$ cat src/rtl/mc_ctrl_fsm.sv
// mc_ctrl_fsm: multicycle control unit with memory handshakes, bus-timeout trap,
// HALT state and illegal-opcode trap. One instance per core, between the
// instruction register and the multicycle datapath.
// Optional feature: define MCU_PERF_CNT_EN to build the retired/cycles
// performance counters; otherwise both outputs are tied to zero.
module mc_ctrl_fsm #(
    parameter int OPW      = 6,
    parameter int ALUOPW   = 3,
    parameter int WAIT_MAX = 15,
    parameter int CNTW     = 32
) (
    input  logic              clk,
    input  logic              RST,
    input  logic [OPW-1:0]    opcode,
    input  logic              zero,
    input  logic              imem_ready,
    input  logic              dmem_ready,
    output logic              imem_req,
    output logic              dmem_req,
    output logic              PCWre,
    output logic              IRWre,
    output logic              RegWre,
    output logic              ALUSrcB,
    output logic              ALUM2Reg,
    output logic              WrRegData,
    output logic              DataMemRW,
    output logic [1:0]        Extsel,
    output logic [ALUOPW-1:0] ALUOp,
    output logic [1:0]        PCSrc,
    output logic [1:0]        RegOut,
    output logic              halted,
    output logic              illegal,
    output logic              bus_err,
    output logic [CNTW-1:0]   retired,
    output logic [CNTW-1:0]   cycles
);

    // ISA opcodes, zero-extended to OPW.
    localparam logic [OPW-1:0] OP_ADD  = OPW'(6'b000000);
    localparam logic [OPW-1:0] OP_SUB  = OPW'(6'b000001);
    localparam logic [OPW-1:0] OP_ADDI = OPW'(6'b000010);
    localparam logic [OPW-1:0] OP_OR   = OPW'(6'b010000);
    localparam logic [OPW-1:0] OP_AND  = OPW'(6'b010001);
    localparam logic [OPW-1:0] OP_ORI  = OPW'(6'b010010);
    localparam logic [OPW-1:0] OP_SLL  = OPW'(6'b011000);
    localparam logic [OPW-1:0] OP_MOVE = OPW'(6'b100000);
    localparam logic [OPW-1:0] OP_SLT  = OPW'(6'b100111);
    localparam logic [OPW-1:0] OP_SW   = OPW'(6'b110000);
    localparam logic [OPW-1:0] OP_LW   = OPW'(6'b110001);
    localparam logic [OPW-1:0] OP_BEQ  = OPW'(6'b110100);
    localparam logic [OPW-1:0] OP_J    = OPW'(6'b111000);
    localparam logic [OPW-1:0] OP_JR   = OPW'(6'b111001);
    localparam logic [OPW-1:0] OP_JAL  = OPW'(6'b111010);
    localparam logic [OPW-1:0] OP_HALT = OPW'(6'b111111);

    // ALU function codes (3-bit, zero-extended onto ALUOp).
    localparam logic [2:0] ALU_ADD = 3'b000;
    localparam logic [2:0] ALU_SUB = 3'b001;
    localparam logic [2:0] ALU_SLL = 3'b010;
    localparam logic [2:0] ALU_OR  = 3'b011;
    localparam logic [2:0] ALU_AND = 3'b100;
    localparam logic [2:0] ALU_SLT = 3'b110;

    // Immediate extender modes.
    localparam logic [1:0] EXT_SA   = 2'b00;  // zero-extended shift amount
    localparam logic [1:0] EXT_ZERO = 2'b01;  // zero-extended immediate
    localparam logic [1:0] EXT_SIGN = 2'b10;  // sign-extended immediate

    // Destination register select.
    localparam logic [1:0] RD_RA = 2'b00;  // $31 (link)
    localparam logic [1:0] RD_RT = 2'b01;
    localparam logic [1:0] RD_RD = 2'b10;

    // Next-PC select.
    localparam logic [1:0] PC_SEQ = 2'b00;
    localparam logic [1:0] PC_BR  = 2'b01;
    localparam logic [1:0] PC_JR  = 2'b10;
    localparam logic [1:0] PC_J   = 2'b11;

    // Wait counter sized to hold WAIT_MAX; the trap fires on the not-ready
    // cycle that brings the count up to WAIT_MAX.
    localparam int WW          = (WAIT_MAX > 0) ? $clog2(WAIT_MAX + 1) : 1;
    localparam int WAIT_LAST_I = (WAIT_MAX > 0) ? WAIT_MAX - 1 : 0;
    localparam logic [WW-1:0] WAIT_LAST = WW'(WAIT_LAST_I);

    typedef enum logic [3:0] {
        S_IF, S_ID, S_EXE_R, S_EXE_BR, S_EXE_M, S_MEM, S_WB_R, S_WB_LW, S_HALT, S_TRAP
    } state_e;

    typedef enum logic [3:0] {
        C_R, C_LW, C_SW, C_BEQ, C_J, C_JR, C_JAL, C_HALT, C_ILL
    } op_class_e;

    typedef struct packed {
        logic       imem_req;
        logic       dmem_req;
        logic       pc_wre;
        logic       ir_wre;
        logic       reg_wre;
        logic       alu_src_b;
        logic       alu_m2reg;
        logic       wr_reg_data;
        logic       data_mem_rw;
        logic [1:0] extsel;
        logic [2:0] alu_op;
        logic [1:0] pc_src;
        logic [1:0] reg_out;
    } ctrl_t;

    state_e          state_q, state_d;
    logic [OPW-1:0]  op_q, op_d;
    logic [WW-1:0]   wait_cnt_q, wait_cnt_d;
    logic            illegal_q, illegal_d;
    logic            bus_err_q, bus_err_d;

    logic [OPW-1:0]  op_cur;
    op_class_e       op_class;
    logic [2:0]      dec_alu;
    logic            dec_src_b;
    logic [1:0]      dec_ext;
    logic [1:0]      dec_reg_out;
    logic            wait_expired;
    ctrl_t           ctrl_c;
    ctrl_t           ctrl_o;

    // Decode the active opcode into an instruction class and EXE_R datapath fields.
    always_comb begin
        // NOTE: every always_comb output gets a default first so no path leaves it
        // unassigned, which would otherwise infer a latch.
        op_cur      = (state_q == S_ID) ? opcode : op_q;
        op_class    = C_ILL;
        dec_alu     = ALU_ADD;
        dec_src_b   = 1'b0;
        dec_ext     = EXT_SA;
        dec_reg_out = RD_RA;
        case (op_cur)
            OP_ADD:  begin op_class = C_R; dec_reg_out = RD_RD; end
            OP_SUB:  begin op_class = C_R; dec_alu = ALU_SUB; dec_reg_out = RD_RD; end
            OP_ADDI: begin
                op_class = C_R; dec_src_b = 1'b1; dec_ext = EXT_SIGN; dec_reg_out = RD_RT;
            end
            OP_OR:   begin op_class = C_R; dec_alu = ALU_OR;  dec_reg_out = RD_RD; end
            OP_AND:  begin op_class = C_R; dec_alu = ALU_AND; dec_reg_out = RD_RD; end
            OP_ORI:  begin
                op_class = C_R; dec_alu = ALU_OR; dec_src_b = 1'b1;
                dec_ext = EXT_ZERO; dec_reg_out = RD_RT;
            end
            OP_SLL:  begin
                op_class = C_R; dec_alu = ALU_SLL; dec_src_b = 1'b1; dec_reg_out = RD_RD;
            end
            OP_MOVE: begin op_class = C_R; dec_reg_out = RD_RD; end
            OP_SLT:  begin op_class = C_R; dec_alu = ALU_SLT; dec_reg_out = RD_RD; end
            OP_LW:   op_class = C_LW;
            OP_SW:   op_class = C_SW;
            OP_BEQ:  op_class = C_BEQ;
            OP_J:    op_class = C_J;
            OP_JR:   op_class = C_JR;
            OP_JAL:  op_class = C_JAL;
            OP_HALT: op_class = C_HALT;
            default: op_class = C_ILL;
        endcase
    end

    // Next-state, wait counter, sticky trap causes and control strobes.
    always_comb begin
        state_d      = state_q;
        op_d         = op_q;
        wait_cnt_d   = '0;
        illegal_d    = illegal_q;
        bus_err_d    = bus_err_q;
        ctrl_c       = '0;
        wait_expired = (WAIT_MAX != 0) && (wait_cnt_q == WAIT_LAST);

        // The counter only runs while stalled in IF or MEM, so any entry into
        // either state starts from zero.
        if ((state_q == S_IF && !imem_ready) || (state_q == S_MEM && !dmem_ready)) begin
            wait_cnt_d = wait_cnt_q + WW'(1);
        end

        case (state_q)
            S_IF: begin
                ctrl_c.imem_req = 1'b1;
                ctrl_c.ir_wre   = imem_ready;
                if (imem_ready) begin
                    state_d = S_ID;
                end else if (wait_expired) begin
                    state_d   = S_TRAP;
                    bus_err_d = 1'b1;
                end
            end
            S_ID: begin
                op_d = opcode;
                case (op_class)
                    C_R:          state_d = S_EXE_R;
                    C_LW, C_SW:   state_d = S_EXE_M;
                    C_BEQ:        state_d = S_EXE_BR;
                    C_HALT:       state_d = S_HALT;
                    C_J: begin
                        ctrl_c.pc_wre = 1'b1;
                        ctrl_c.pc_src = PC_J;
                        state_d       = S_IF;
                    end
                    C_JR: begin
                        ctrl_c.pc_wre = 1'b1;
                        ctrl_c.pc_src = PC_JR;
                        state_d       = S_IF;
                    end
                    C_JAL: begin
                        ctrl_c.pc_wre      = 1'b1;
                        ctrl_c.pc_src      = PC_J;
                        ctrl_c.reg_wre     = 1'b1;
                        ctrl_c.wr_reg_data = 1'b0;
                        ctrl_c.reg_out     = RD_RA;
                        state_d            = S_IF;
                    end
                    default: begin
                        state_d   = S_TRAP;
                        illegal_d = 1'b1;
                    end
                endcase
            end
            S_EXE_R: begin
                ctrl_c.alu_op    = dec_alu;
                ctrl_c.alu_src_b = dec_src_b;
                ctrl_c.extsel    = dec_ext;
                ctrl_c.reg_out   = dec_reg_out;
                state_d          = S_WB_R;
            end
            S_WB_R: begin
                ctrl_c.reg_wre     = 1'b1;
                ctrl_c.wr_reg_data = 1'b1;
                ctrl_c.pc_wre      = 1'b1;
                ctrl_c.pc_src      = PC_SEQ;
                state_d            = S_IF;
            end
            S_EXE_BR: begin
                ctrl_c.alu_op = ALU_SUB;
                ctrl_c.extsel = EXT_SIGN;
                ctrl_c.pc_wre = 1'b1;
                ctrl_c.pc_src = zero ? PC_BR : PC_SEQ;
                state_d       = S_IF;
            end
            S_EXE_M: begin
                ctrl_c.alu_op    = ALU_ADD;
                ctrl_c.alu_src_b = 1'b1;
                ctrl_c.extsel    = EXT_SIGN;
                state_d          = S_MEM;
            end
            S_MEM: begin
                ctrl_c.dmem_req    = 1'b1;
                ctrl_c.data_mem_rw = (op_class == C_SW);
                if (dmem_ready) begin
                    if (op_class == C_SW) begin
                        ctrl_c.pc_wre = 1'b1;
                        state_d       = S_IF;
                    end else begin
                        state_d = S_WB_LW;
                    end
                end else if (wait_expired) begin
                    state_d   = S_TRAP;
                    bus_err_d = 1'b1;
                end
            end
            S_WB_LW: begin
                ctrl_c.reg_wre   = 1'b1;
                ctrl_c.alu_m2reg = 1'b1;
                ctrl_c.reg_out   = RD_RT;
                ctrl_c.pc_wre    = 1'b1;
                state_d          = S_IF;
            end
            S_HALT:  state_d = S_HALT;
            S_TRAP:  state_d = S_TRAP;
            default: state_d = S_IF;
        endcase
    end

    // State, captured opcode, wait counter and sticky trap causes.
    always_ff @(posedge clk) begin
        // NOTE: sequential state uses non-blocking assignments so every flop
        // samples pre-edge values regardless of statement order.
        if (RST) begin
            state_q    <= S_IF;
            op_q       <= '0;
            wait_cnt_q <= '0;
            illegal_q  <= 1'b0;
            bus_err_q  <= 1'b0;
        end else begin
            state_q    <= state_d;
            op_q       <= op_d;
            wait_cnt_q <= wait_cnt_d;
            illegal_q  <= illegal_d;
            bus_err_q  <= bus_err_d;
        end
    end

    // Force every strobe low while reset is asserted, whatever the state register holds.
    always_comb begin
        ctrl_o = RST ? '0 : ctrl_c;
    end

    assign imem_req  = ctrl_o.imem_req;
    assign dmem_req  = ctrl_o.dmem_req;
    assign PCWre     = ctrl_o.pc_wre;
    assign IRWre     = ctrl_o.ir_wre;
    assign RegWre    = ctrl_o.reg_wre;
    assign ALUSrcB   = ctrl_o.alu_src_b;
    assign ALUM2Reg  = ctrl_o.alu_m2reg;
    assign WrRegData = ctrl_o.wr_reg_data;
    assign DataMemRW = ctrl_o.data_mem_rw;
    assign Extsel    = ctrl_o.extsel;
    assign ALUOp     = ALUOPW'(ctrl_o.alu_op);
    assign PCSrc     = ctrl_o.pc_src;
    assign RegOut    = ctrl_o.reg_out;
    assign halted    = !RST && (state_q == S_HALT);
    assign illegal   = !RST && illegal_q;
    assign bus_err   = !RST && bus_err_q;

`ifdef MCU_PERF_CNT_EN
    logic [CNTW-1:0] retired_q, retired_d;
    logic [CNTW-1:0] cycles_q, cycles_d;

    // Count retirements (one PCWre per instruction) and live cycles outside HALT/TRAP.
    always_comb begin
        retired_d = retired_q + CNTW'(ctrl_c.pc_wre);
        cycles_d  = cycles_q;
        if (state_q != S_HALT && state_q != S_TRAP) begin
            cycles_d = cycles_q + CNTW'(1);
        end
    end

    // Counter registers, cleared by reset and wrapping naturally.
    always_ff @(posedge clk) begin
        if (RST) begin
            retired_q <= '0;
            cycles_q  <= '0;
        end else begin
            retired_q <= retired_d;
            cycles_q  <= cycles_d;
        end
    end

    assign retired = RST ? '0 : retired_q;
    assign cycles  = RST ? '0 : cycles_q;
`else
    assign retired = '0;
    assign cycles  = '0;
`endif

endmodule

$ cat config.mk
export PLATFORM = sky130hd
export DESIGN_NAME = mc_ctrl_fsm
export DESIGN_NICKNAME = d
export VERILOG_FILES = /design/src/rtl/mc_ctrl_fsm.sv
export SDC_FILE = /design/constraint.sdc
export NUM_CORES = 1
export LEC_CHECK = 0
export CORE_ASPECT_RATIO = 1.2
export CORE_UTILIZATION = 43
export CTS_CLUSTER_SIZE = 8
export DETAILED_ROUTE_END_ITERATION = 10
export HOLD_SLACK_MARGIN = 0.08
export PLACE_DENSITY = 0.92
export SYNTH_ARGS = -nofsm -noshare
export SYNTH_HDL_FRONTEND = slang
export SYNTH_SLANG_ARGS = --single-unit
$ cat constraint.sdc
create_clock -name clk -period 2.6 [get_ports clk]
set_clock_uncertainty 0.05 [all_clocks]
set_input_delay 0.52 -clock clk [delete_from_list [all_inputs] [get_ports clk]]
set_output_delay 0.52 -clock clk [all_outputs]
set_load 0.05 [all_outputs]
==> results.json, run 1 <==
{
  "row_count": 27,
  "clkTransAtPathRegs_ns": 0.07,
  "final_nets": 380,
  "dp_cells": 402,
  "synthFlopType": "dfxtp_1",
  "start_util": 0.454,
  "die-area_um2": 5200,
  "grt_pass1_vias": 2275,
  "routed_wl_mm": 7.61,
  "p_leak_nw": 1.36,
  "dp_hpwl_mm": 4.59,
  "hold_buffers": 0,
  "critPathCaptureType": "output port",
  "holdPathStages": 1,
  "place.gp.congestion": 1.00,
  "cp.arrival_ns": 2.30,
  "min_to": "wait_cnt_q[0]$_SDFF_PP0_",
  "crit_slowest_cell": "or4b_4",
  "ant_nets": 0,
  "grt_max_degree": 18,
  "fin_crit_sh": 1.10,
  "ios": 96,
  "startpoint_type": "register",
  "n_antenna_cell": 0,
  "ys_ff_latch": 16,
  "reg2reg_to": "state_q[0]$_SDFF_PP0_",
  "synth_edf_count": 0,
  "ys_seq_area_frac": 0.151,
  "cts_tree": "built",
  "max_slew.worst_pin.slew_ns": 0.509,
  "clockBufferDepth": 2,
  "placed_area_um2": 2780,
  "crit_required_ns": 2.03,
  "holdCritStartpoint": "wait_cnt_q[0]$_SDFF_PP0_",
  "slew_headroom": 0.655,
  "via_per_inst": 5.76,
  "grt_overflow": 0,
  "wl_per_cell_um": 17.9,
  "grt.total_usage": 0.278,
  "r2r_slack_ns": 0.17,
  "worst_path_largest_cell_delay_ns": 0.65,
  "path_buf_inv": 1,
  "cap_violations": 0,
  "status": "complete, but fails checks",
  "fillerInstances": 341,
  "drive_gt1_frac": 0.388,
  "first_pass_iters": 5,
  "setup_viol": 13,
  "clockRootBuffer": "clkbuf_8",
  "portBuffers": 31,
  "fp.coreArea_um2": 4660,
  "cts_buffers": 3,
  "grt_antenna_before_repair": 0,
  "vias": 2444,
  "fmax_mhz": 348,
  "path_max_fanout": 6,
  "synth_area_um2": 2110,
  "grt_pass1_wl_mm": 11.0,
  "r2r-start": "state_q[1]$_SDFF_PP0_",
  "fin_cells": 424,
  "async_reset_ff_frac": 0,
  "area_growth_pct": 52.5,
  "cp_top_family": "simple AND/OR/NAND/NOR gates",
  "clkLatencyLatePin_ns": 0.27,
  "rr_worst_depth": 7,
  "cts.sinks": 16,
  "hold_path.class": "reg -> reg",
  "syn_avg_cell_area_um2": 7.34,
  "crit_chain": "or4b_4 -> mux2i_4 -> nand3_4 -> a311oi_2 -> o311a_2 -> buf_12",
  "rsz0062_at_grt": "true",
  "synthDistinctLibCells": 60,
  "die_x_um": 66.0,
  "synth.yosys.warnings": 0,
  "crit_cells": 6,
  "drt-initial-drc-count": 281,
  "hold_viol": 0,
  "setup_ws_ns": -0.273,
  "irDropWorstVdd_mv": 0.536,
  "worstSetupPathType": "reg -> out",
  "finalCriticalPeriod_ns": 2.87,
  "htreeDepth": 1,
  "power.density_nw_per_um2": 908,
  "synthCells": 288,
  "violations": "negative setup slack",
  "finalInstanceArea_um2": 3230,
  "die_h_um": 78.8,
  "drc": 0,
  "slew_viol_final": 0
}
-- worst max path at each step --
stage                     slack, ns        to                  start
after detailed placement      -0.25  ALUOp[1]              opcode[0]
final                         -0.27     PCWre  state_q[1]$_SDFF_PP0_
after global placement        -0.25  ALUOp[1]              opcode[0]
after floorplan               -0.16  ALUOp[2]  state_q[1]$_SDFF_PP0_
after CTS                     -0.17  ALUOp[2]  state_q[1]$_SDFF_PP0_
after global routing          -0.34     PCWre  state_q[1]$_SDFF_PP0_
-- sequential cells by signal (all words and copies together), names as in the netlist --
signal      count
bus_err_q       1
wait_cnt_q      4
state_q         4
op_q            6
illegal_q       1
-- synth_stat cells (2+ instances only) --
cell	n	share of area
o21ai_0	12	0.028
or4_1	2	0.0071
inv_1	5	0.0089
buf_6	2	0.011
nand2b_1	7	0.021
xnor2_1	4	0.017
or3_1	4	0.012
a21oi_1	9	0.021
nor4bb_1	2	0.0095
and3_1	5	0.015
buf_4	65	0.23
nor3b_1	4	0.014
a311oi_1	2	0.0083
mux2_2	3	0.016
dfxtp_1	16	0.15
nand3_1	10	0.024
buf_2	6	0.014
nor3_1	10	0.024
o32ai_1	2	0.0083
a22oi_1	2	0.0071
o211ai_1	3	0.011
o31ai_1	2	0.0071
clkbuf_1	11	0.020
o311a_1	2	0.0095
nand3b_1	6	0.021
ha_1	2	0.012
nand2_1	12	0.021
o22ai_1	2	0.0059
nor2b_1	5	0.015
a31oi_1	3	0.0089
nor2_1	25	0.044
nor4_1	5	0.015
and2_1	3	0.0089
mux2i_1	7	0.033
o221ai_1	3	0.012
-- worst reg2reg max path: stages, from the launching register on --
cell and delay, ns:
dfxtp_2 0.34, or4b_4 0.65, buf_8 0.19, buf_4 0.13, buf_4 0.13, o311ai_1 0.48
nand3_1 0.20, o21ai_0 0.19
-- where the power goes --
part	switching [W]	internal, W
logic	0.00129	0.000976
clock network	0.000113	0.000135
registers	0.000110	0.000310
-- what timing repair did --
action / 4_1_cts / 5_1_grt
setup endpoints to repair: 13 / 15
resized for setup: 46 / 20
pin swaps: 17 / 10
setup buffers: 12 / 6
gates cloned: 0 / 0
-- routing by layer --
metal	global-route usage	up-vias	routed length [um]
li1	-	1060	-
met1	0.291	1130	2590
met2	0.498	213	3820
met3	0.0388	41	711
met4	0.194	0	493
met5	0	-	0
-- layout by cell type, fill, tap and decap left out, drive strengths merged, types with 6 or more instances in the layout --
master  instances
a21oi           9
conb           64
mux2i           7
nand3b          6
buf            85
nand3          10
nand2b          7
nor3           10
dfxtp          16
o21ai          12
nor2           25
nand2          13
-- area by class of cell --
type | count | area (um2) | share of cell area
clock buffer | 4 | 55.1 | 0.0171
tap | 58 | 72.6 | 0.0225
inverter | 5 | 18.8 | 0.00582
sequential | 16 | 325 | 0.101
multi-input combinational | 246 | 1730 | 0.535
timing repair buffer | 95 | 1030 | 0.319
-- logic make-up (layout without fill, tap and decap cells) --
| logic type | Yosys count | after routing | synth area share |
|---|---|---|---|
| muxes | 10 | 10 | 0.0491 |
| and+or+nand+nor | 110 | 110 | 0.300 |
| other | 1 | 64 | 0.00177 |
| xor gates and xnor gates | 5 | 5 | 0.0207 |
| AOI/OAI and AO/OA | 55 | 55 | 0.181 |
| DFF | 16 | 16 | 0.151 |
| buffers and inverters | 89 | 104 | 0.284 |
| adders and majority gates | 2 | 2 | 0.0118 |
-- metrics by stage --
stage	hold slack (ns)	util	power [W]	setup slack [ns]	setup TNS, ns
2_1_floorplan	0.380	-	0.00163	-0.163	-0.424
6_report	0.427	0.692	0.00293	-0.273	-2.53
3_5_place_dp	0.419	0.596	0.00212	-0.251	-2.21
5_1_grt	0.467	0.692	0.00305	-0.341	-3.25
3_3_place_gp	0.390	0.596	0.00208	-0.248	-1.96
4_1_cts	0.436	0.663	0.00263	-0.168	-1.22
No activity file was read; power rests on OpenSTA's default activity.
==> run 2, diff against run 1 <==
CORE_UTILIZATION = 46   (was 43)
PLACE_DENSITY = 0.95   (was 0.92)
TNS_END_PERCENT = 30   (was unset)
clock period = 3.6 ns   (was 2.6 ns; I/O delays follow)
==> run 2 against run 1 <==
  * The flow now finishes without violations
  * Critical path type is now in -> out
  * Non-clock buffer count shrank 48
  * Combinational power is 50% lower
  * Total power down 45%
  * Clock-buffer cell count stayed put
  * Sequential power shrank 27%
==> results.json, run 2 (synthesis results as in run 1) <==
{
  "status": "completed",
  "cts_buffers": 3,
  "grt_antenna_before_repair": 0,
  "fin_crit_sh": 0.995,
  "grt_pass1_wl_mm": 9.41,
  "row_count": 26,
  "power_w": 0.00161,
  "p_leak_nw": 1.06,
  "hold_path.class": "reg -> reg",
  "setup_viol": 0,
  "grt_overflow": 0,
  "place.gp.congestion": 0.975,
  "die_x_um": 63.9,
  "cp.arrival_ns": 2.81,
  "drive_gt1_frac": 0.164,
  "final_nets": 332,
  "via_per_inst": 5.89,
  "first_pass_iters": 5,
  "top_register": "op_q",
  "r2r_slack_ns": 1.03,
  "dp_hpwl_mm": 3.96,
  "ios": 96,
  "path_max_fanout": 10,
  "fmax_mhz": 279,
  "clockBufferDepth": 2,
  "irDropWorstVdd_mv": 0.305,
  "start_util": 0.489,
  "grt_max_degree": 22,
  "largest_register_ffs": 6,
  "final_common_cell": "conb_1",
  "crit_required_ns": 2.83,
  "die-area_um2": 4870,
  "whs_ns": 0.419,
  "cap_violations": 0,
  "vias": 2201,
  "finalCriticalPeriod_ns": 3.58,
  "final_cell_mix": "conb_1 (64), nor2_1 (25), buf_12 (18), buf_4 (18), dfxtp_1 (16)",
  "grt.total_usage": 0.239,
  "portBuffers": 31,
  "n_antenna_cell": 0,
  "htreeDepth": 1,
  "top_regs": "op_q: 6 flops, state_q: 4 flops, wait_cnt_q: 4 flops",
  "clkLatencyLatePin_ns": 0.25,
  "drt-initial-drc-count": 223,
  "startpoint": "opcode[4]",
  "area_growth_pct": 19.3,
  "hold_viol": 0,
  "routed_wl_mm": 5.98,
  "ant_nets": 0,
  "worstSetupPathType": "in -> out",
  "wl_per_cell_um": 16.0,
  "r2r-start": "state_q[2]$_SDFF_PP0_",
  "fp.coreArea_um2": 4330,
  "slew_viol_final": 0,
  "grt_pass1_vias": 1867,
  "rr_worst_depth": 5,
  "power.density_nw_per_um2": 639,
  "drc": 0,
  "critPathCaptureType": "output port",
  "clockRootBuffer": "clkbuf_8",
  "max_slew.worst_pin.slew_ns": 0.814,
  "cts.sinks": 16,
  "crit_end": "ALUSrcB",
  "clkTransAtPathRegs_ns": 0.07,
  "slew_headroom": 0.452,
  "cts_tree": "built",
  "die_h_um": 76.3,
  "reg2reg_to": "state_q[2]$_SDFF_PP0_",
  "startpoint_type": "input pin"
}
==> run 2: cell count changes in the layout (fill, tap and decap cells not counted), moves of 5 or more <==
cell,before,now
clkdlybuf4s50_1,5,10
dlygate4sd2_1,5,0
buf_6,7,0
buf_4,56,18
a21oi_1,4,9
o21ai_0,7,12
mux2i_1,1,7
mux2i_4,5,0
==> run 2: how the worst min path moves through the flow <==
stage                                   from                  endpoint  cells after the start
floorplan           wait_cnt_q[0]$_SDFF_PP0_  wait_cnt_q[0]$_SDFF_PP0_                      1
global placement    wait_cnt_q[0]$_SDFF_PP0_  wait_cnt_q[0]$_SDFF_PP0_                      1
detailed placement  wait_cnt_q[0]$_SDFF_PP0_  wait_cnt_q[0]$_SDFF_PP0_                      1
CTS                 wait_cnt_q[0]$_SDFF_PP0_  wait_cnt_q[0]$_SDFF_PP0_                      1
global route        wait_cnt_q[0]$_SDFF_PP0_  wait_cnt_q[0]$_SDFF_PP0_                      1
finish              wait_cnt_q[0]$_SDFF_PP0_  wait_cnt_q[0]$_SDFF_PP0_                      1
==> run 2: per-stage QoR <==
stage | setup TNS (ns) | worst slack (ns) | area, um2 | cells | util
6_report | 0 | 0.0194 | 2520 | 374 | 0.583
5_1_grt | -0.0558 | -0.0558 | 2520 | 374 | 0.583
4_1_cts | 0 | 0.105 | 2510 | 374 | 0.579
3_5_place_dp | 0 | 0.186 | 2410 | 365 | 0.558
3_3_place_gp | 0 | 0.220 | 2410 | 365 | 0.558
2_1_floorplan | 0 | 0.0980 | 2360 | 351 | -
==> run 2: layout make-up <==
class                      count  area, um2
timing repair buffer          47        608
clock buffer                   4       55.1
inverter                       5       18.8
sequential                    16        320
fill                         378       1800
multi-input combinational    246       1450
tap                           56       70.1
==> run 2: where the power goes <==
part	leakage, nW	switching [W]	total, W	internal [W]
Sequential	0.130	0.0000881	0.000308	0.000220
Clock	0.0288	0.0000680	0.000165	0.0000972
Combinational	0.903	0.000721	0.00114	0.000419
Total	1.06	0.000877	0.00161	0.000736
==> run 2: routing by layer <==
| layer | global-route usage | vias to the layer above | routed length, um | share of wire |
|---|---|---|---|---|
| met4 | 0.143 | 0 | 376 | 0.063 |
| met1 | 0.301 | 974 | 2120 | 0.35 |
| met2 | 0.376 | 219 | 2770 | 0.46 |
| met3 | 0.0404 | 46 | 717 | 0.12 |
| met5 | 0 | - | 0 | 0 |
| li1 | - | 962 | - | - |
==> run 2: repair_timing <==
item | CTS | global route
setup buffers | 5 | 0
cloned | 0 | 0
hold buffers | 0 | 0
gates resized for setup | 0 | 4
pin swaps | 1 | 0
setup endpoints to repair | 1 | 2
==> run 2: worst max-delay path: stages <==
cell and delay (ns):
clkdlybuf4s50_1 0.64, nor3b_1 0.37, nand2_1 0.12, o41ai_1 0.12, a22oi_1 0.23, o31ai_2 0.42, buf_12 0.19
